`config.mk`:
```
export PLATFORM = sky130hd
export DESIGN_NAME = instqueue
export DESIGN_NICKNAME = d
export VERILOG_FILES = /design/src/rtl/instqueue.sv
export SDC_FILE = /design/constraint.sdc
export NUM_CORES = 1
export LEC_CHECK = 0
export ABC_AREA = 1
export CORE_ASPECT_RATIO = 1.75
export CORE_MARGIN = 2
export CORE_UTILIZATION = 40
export CTS_CLUSTER_SIZE = 14
export DETAILED_ROUTE_END_ITERATION = 8
export SYNTH_ARGS = -nofsm -noshare
export SYNTH_HDL_FRONTEND = slang
export SYNTH_SLANG_ARGS = --single-unit
```
`constraint.sdc`:
```
create_clock -name clk_in -period 4.5 [get_ports clk_in]
set_input_delay 1.35 -clock clk_in [delete_from_list [all_inputs] [get_ports clk_in]]
set_output_delay 1.35 -clock clk_in [all_outputs]
set_load 0.02 [all_outputs]
```
`src/rtl/instqueue.sv`:
```
`default_nettype none
// ============================================================================
// Module   : instqueue
// Purpose  : Instruction queue between the fetcher and the decoder. It is a
//            circular FIFO of {instruction word, PC} pairs. The oldest entry is
//            presented to the combinational decoder every cycle. The head
//            advances only when dispatch accepts the decoded instruction. A ROB
//            flush drains the queue completely, and back-pressure is applied to
//            the fetcher while the queue is full.
//
// Ports    : clk_in               - clock, all state updates on the rising edge
//            rst_in               - asynchronous reset, active low
//            rdy_in               - global ready; while low all state holds
//            rob_flush_in         - misprediction flush, empties the queue
//            fetcher_en_in        - fetcher presents a valid instruction
//            fetcher_inst_in[31:0]- instruction word to enqueue
//            fetcher_pc_in[31:0]  - PC of that instruction
//            instqueue_full_out   - queue holds DEPTH entries, do not push
//            dispatcher_stall_in  - downstream cannot accept, hold the head
//            decoder_inst_en_out  - head entry is valid (queue non-empty)
//            decoder_inst_out     - head instruction word, 0 when empty
//            decoder_pc_out       - head PC, 0 when empty
//
// Revision : 1.0 - initial release
// ============================================================================
module instqueue #(
  parameter int DEPTH_LOG2 = 4
) (
  input  logic        clk_in,
  input  logic        rst_in,
  input  logic        rdy_in,
  input  logic        rob_flush_in,
  input  logic        fetcher_en_in,
  input  logic [31:0] fetcher_inst_in,
  input  logic [31:0] fetcher_pc_in,
  output logic        instqueue_full_out,
  input  logic        dispatcher_stall_in,
  output logic        decoder_inst_en_out,
  output logic [31:0] decoder_inst_out,
  output logic [31:0] decoder_pc_out
);

  localparam int                  c_DEPTH      = 1 << DEPTH_LOG2;
  localparam logic [DEPTH_LOG2:0] c_COUNT_FULL = c_DEPTH[DEPTH_LOG2:0];

  // --------------------------------------------------------------------------
  // State
  // --------------------------------------------------------------------------
  logic [31:0]           r_inst_mem [c_DEPTH];
  logic [31:0]           r_pc_mem   [c_DEPTH];
  logic [DEPTH_LOG2-1:0] r_head;
  logic [DEPTH_LOG2-1:0] r_tail;
  // One bit wider than the pointers so that full (DEPTH) and empty (0) are
  // distinguishable even though head == tail in both cases.
  logic [DEPTH_LOG2:0]   r_count;

  // --------------------------------------------------------------------------
  // Derived control
  // --------------------------------------------------------------------------
  logic w_empty;
  logic w_full;
  logic w_flush;
  logic w_push;
  logic w_pop;

  assign w_empty = (r_count == '0);
  assign w_full  = (r_count == c_COUNT_FULL);

  // Flush has priority over any same-cycle push or pop; rdy_in low freezes
  // everything, including the flush itself.
  assign w_flush = rdy_in && rob_flush_in;
  assign w_push  = rdy_in && !rob_flush_in && fetcher_en_in && !w_full;
  assign w_pop   = rdy_in && !rob_flush_in && !w_empty && !dispatcher_stall_in;

  // --------------------------------------------------------------------------
  // Storage: not reset. Entries beyond the live window are unreachable, so
  // their contents after reset or flush are irrelevant.
  // --------------------------------------------------------------------------
  always_ff @(posedge clk_in) begin
    if (w_push) begin
      r_inst_mem[r_tail] <= fetcher_inst_in;
      r_pc_mem[r_tail]   <= fetcher_pc_in;
    end
  end

  // --------------------------------------------------------------------------
  // Pointers and occupancy
  // --------------------------------------------------------------------------
  always_ff @(posedge clk_in or negedge rst_in) begin
    if (!rst_in) begin
      r_head  <= '0;
      r_tail  <= '0;
      r_count <= '0;
    end else if (w_flush) begin
      r_head  <= '0;
      r_tail  <= '0;
      r_count <= '0;
    end else begin
      // Pointers wrap modulo DEPTH through natural overflow.
      if (w_push) begin
        r_tail <= r_tail + 1'b1;
      end
      if (w_pop) begin
        r_head <= r_head + 1'b1;
      end
      case ({w_push, w_pop})
        2'b10:   r_count <= r_count + 1'b1;
        2'b01:   r_count <= r_count - 1'b1;
        default: r_count <= r_count;
      endcase
    end
  end

  // --------------------------------------------------------------------------
  // Outputs: functions of registered state only. The head data is masked to
  // zero when empty so stale storage never leaks to the decoder.
  // --------------------------------------------------------------------------
  assign instqueue_full_out  = w_full;
  assign decoder_inst_en_out = !w_empty;
  assign decoder_inst_out    = w_empty ? 32'd0 : r_inst_mem[r_head];
  assign decoder_pc_out      = w_empty ? 32'd0 : r_pc_mem[r_head];

endmodule
`default_nettype wire

```
==> results of run 1 <==
==> worst max-delay path by stage <==
| stage | endpoint | cells after the start |
|---|---|---|
| 2_1_floorplan | r_inst_mem[11][0]$_DFFE_PP_ | 7 |
| 3_3_place_gp | decoder_inst_out[6] | 7 |
| 3_5_place_dp | decoder_inst_out[4] | 7 |
| 4_1_cts | decoder_pc_out[16] | 8 |
| 5_1_grt | decoder_inst_out[15] | 8 |
| 6_report | decoder_inst_out[15] | 8 |
==> through the flow <==
| stage | hold slack (ns) | instance area [um^2] | setup WS, ns |
|---|---|---|---|
| final | 0.5116 | 46890 | 0.01797 |
| after global placement | 0.4957 | 43960 | 0.4501 |
| after floorplan | 0.4703 | 40530 | -0.5894 |
| after detailed placement | 0.5012 | 43960 | 0.4054 |
| after CTS | 0.5191 | 46850 | -0.07926 |
| after global routing | 0.5441 | 46880 | -0.08385 |
==> metal layers <==
layer  global-route usage [%]  up-vias  part of all wire (%)
met3                    3.329      206                   6.2
met1                    26.03    13043                    39
met2                    37.63      965                    51
li1                         -    11255                     -
met4                    8.699       14                   2.9
met5                        0        -                 0.078
==> cell families (layout without fill, tap and decap cells) <==
group                    after synthesis  count (layout)  synth area share, %
AO/OA/AOI/OAI                        929             929                13.88
XOR/XNOR                               1               1              0.02162
adder cells (fa/ha/maj)                7               7               0.2162
buffers and inverters                244             423                3.029
flip-flops                          1037            1037                76.69
other                                  0               9                    0
AND/OR/NAND/NOR                      638             638                6.161
==> worst max-delay path, stage by stage, from the launching register on <==
cell             delay [ns]
dfrtp_4                0.55
inv_8                  0.19
buf_16                 0.25
buf_12                 0.19
o21ai_1                0.09
o221ai_1               0.16
nand3_1                0.13
a21oi_1                0.19
clkdlybuf4s50_1        0.63
==> report_power, final <==
group	switching, uW	total, uW	internal, uW	leakage [uW]
clock network	3390	7420	4040	0.00133
logic	4780	7040	2270	0.00410
registers	61.7	10800	10700	0.00938
==> cells in the final DEF (no fill, tap or decap), types with 62 or more instances in the layout <==
master	n
o21ai_1	92
edfxtp_1	1024
a21oi_1	62
o211ai_1	78
clkdlybuf4s50_1	72
o21ai_0	429
nor2_1	524
o22ai_1	78
clkbuf_16	92
o221ai_1	178
==> synth_stat cells <==
master	count	area, um^2
a211oi_1	2	15.01
a21oi_1	69	345.3
buf_1	2	7.510
buf_2	35	175.2
buf_4	38	285.3
buf_6	14	157.7
buf_8	1	15.01
clkbuf_1	125	469.2
clkbuf_2	1	5.000
dfrtp_1	13	325.3
edfxtp_1	1024	30750
ha_1	7	87.58
inv_1	21	78.83
inv_2	6	22.52
inv_8	1	11.26
nand2_1	30	112.6
nand2_2	3	18.77
nand3_1	59	295.3
nand3_2	1	10.01
nor2_1	540	2027
nor2_2	1	6.260
nor2_4	1	11.26
nor3_1	3	15.01
o211ai_1	78	585.6
o21a_1	2	15.01
o21ai_0	429	2147
o21ai_1	92	460.4
o21bai_1	1	7.510
o221ai_1	178	1559
o22ai_1	78	488.0
xor2_1	1	8.760
==> area by class of cell <==
type,instances,area (um^2)
diodes,9,22.52
clock buffers,113,2391
clock inverters,36,331.6
fillers,8631,53690
inverters,28,132.6
multi-input cells,1575,8362
flip-flops and latches,1037,31090
well taps,1326,1659
repair buffers,244,2874
repair inverters,2,25.02
==> repair_timing <==
item	CTS	global route
hold buffers	0	0
setup endpoints to repair	56	17
gates resized for setup	63	11
gates cloned	4	0
pin swaps	0	1
buffers inserted	5	0
==> sequential cells by signal (all words and copies together), names as in the netlist <==
register / count
r_inst_mem: 512
r_pc_mem: 512
r_count: 5
r_head: 4
r_tail: 4
==> flow_metrics.tcl, run 1 <==
set metrics [dict create \
    status "complete, no violations" \
    critical_path_class "reg2out" \
    power_leakage_uw 0.01481 \
    synth_cell_type_count 31 \
    powerDensity_mw_per_mm2 538.1 \
    cts_tree "yes" \
    clock_skew_ns 0.02046 \
    required_ns 3.15 \
    die_y_um 425.0 \
    r2r-end "r_inst_mem[14][29]$_DFFE_PP_" \
    place_hpwl_um 57950 \
    finalHoldViolCount 0 \
    fin_nets 3056 \
    die_x_um 244.6 \
    tightest_slew_ns 0.8173 \
    rsz0062_at_grt "true" \
    clk_latency_ns 0.69 \
    grt-ovfl-total 0 \
    vdd_drop_max_v 0.0004879 \
    setup_viol 0 \
    wirelength_um 112300 \
    slew_viol_final 0 \
    ys_ff_latch 1037 \
    avgViaCountPerCell 5.831 \
    totalNegativeSetupSlack_ns 0 \
    hold_path_end "r_count[4]$_DFFE_PN0P_" \
    numCtsBuffers 91 \
    finalPower_uw 25230 \
    vias 25483 \
    ys_seq_area_share_pct 76.69 \
    first_global_vias 25733 \
    syn_nets 2933 \
    fin_crit_sh_pct 99.60 \
    clk_path_buf_depth 3 \
    relSlewSlack_pct 45.34 \
    period_minus_slack_ns 4.482 \
    synthToLayoutAreaGrowth_pct 15.72 \
    hold_start "r_count[4]$_DFFE_PN0P_" \
    endpoint_kind "output pin" \
    r2r_cells 7 \
    gp_congestion 0.7561 \
    syn_avg_cell_area_um2 14.19 \
    clkTransAtPathRegs_ns 0.06 \
    ant_nets 0 \
    drt_iter0_drc 2784 \
    timing.critical_path.from "r_head[1]$_DFFE_PN0P_" \
    stdcell_count 4370 \
    r2r_slack_ns 2.07 \
    fmax_mhz 223.1 \
    dieArea_mm2 0.1040 \
    r2r-start "r_count[2]$_DFFE_PN0P_" \
    io_pins 136 \
    initial_utilization_pct 40.28 \
    finish.utilization_pct 46.62 \
    port-buffer-count 135 \
    htreeDepth 3 \
    drv_cap 0 \
    drive_gt1_share_pct 9.226 \
    ys_warn_count 0 \
    dp.cells 4204 \
    synth_cells 2856 \
    drc 0 \
    grt_max_degree 126 \
    wl_per_cell_um 25.69 \
    root_buffer "clkbuf_16" \
    critPathMaxFanout 39 \
    hold_depth 2 \
    cts_sinks 1037 \
    core_mm2 0.1006 \
    globalRouteTotalUtil_pct 21.34 \
    rows 154 \
    crit_arrival_ns 3.13 \
    netlist_area_mm2 0.04052 \
    grt_pass1_wl_um 165100 \
    hold_path_class "reg2reg" \
    critPathLaunchType "register" \
    drtPass1Iterations 6 \
    antenna_found_initial 14 \
]
No activity file was read; power rests on OpenSTA's default activity.
==> run 2, diff against run 1 <==
--- a/config.mk
+++ b/config.mk
@@ -6,6 +6,7 @@
 export NUM_CORES = 1
 export LEC_CHECK = 0
 export ABC_AREA = 1
+export CAP_MARGIN = 10
 export CORE_ASPECT_RATIO = 1.75
 export CORE_MARGIN = 2
 export CORE_UTILIZATION = 40
==> results of run 2 <==
Same layout as run 1: the final DEF is identical, and so are final timing and power.
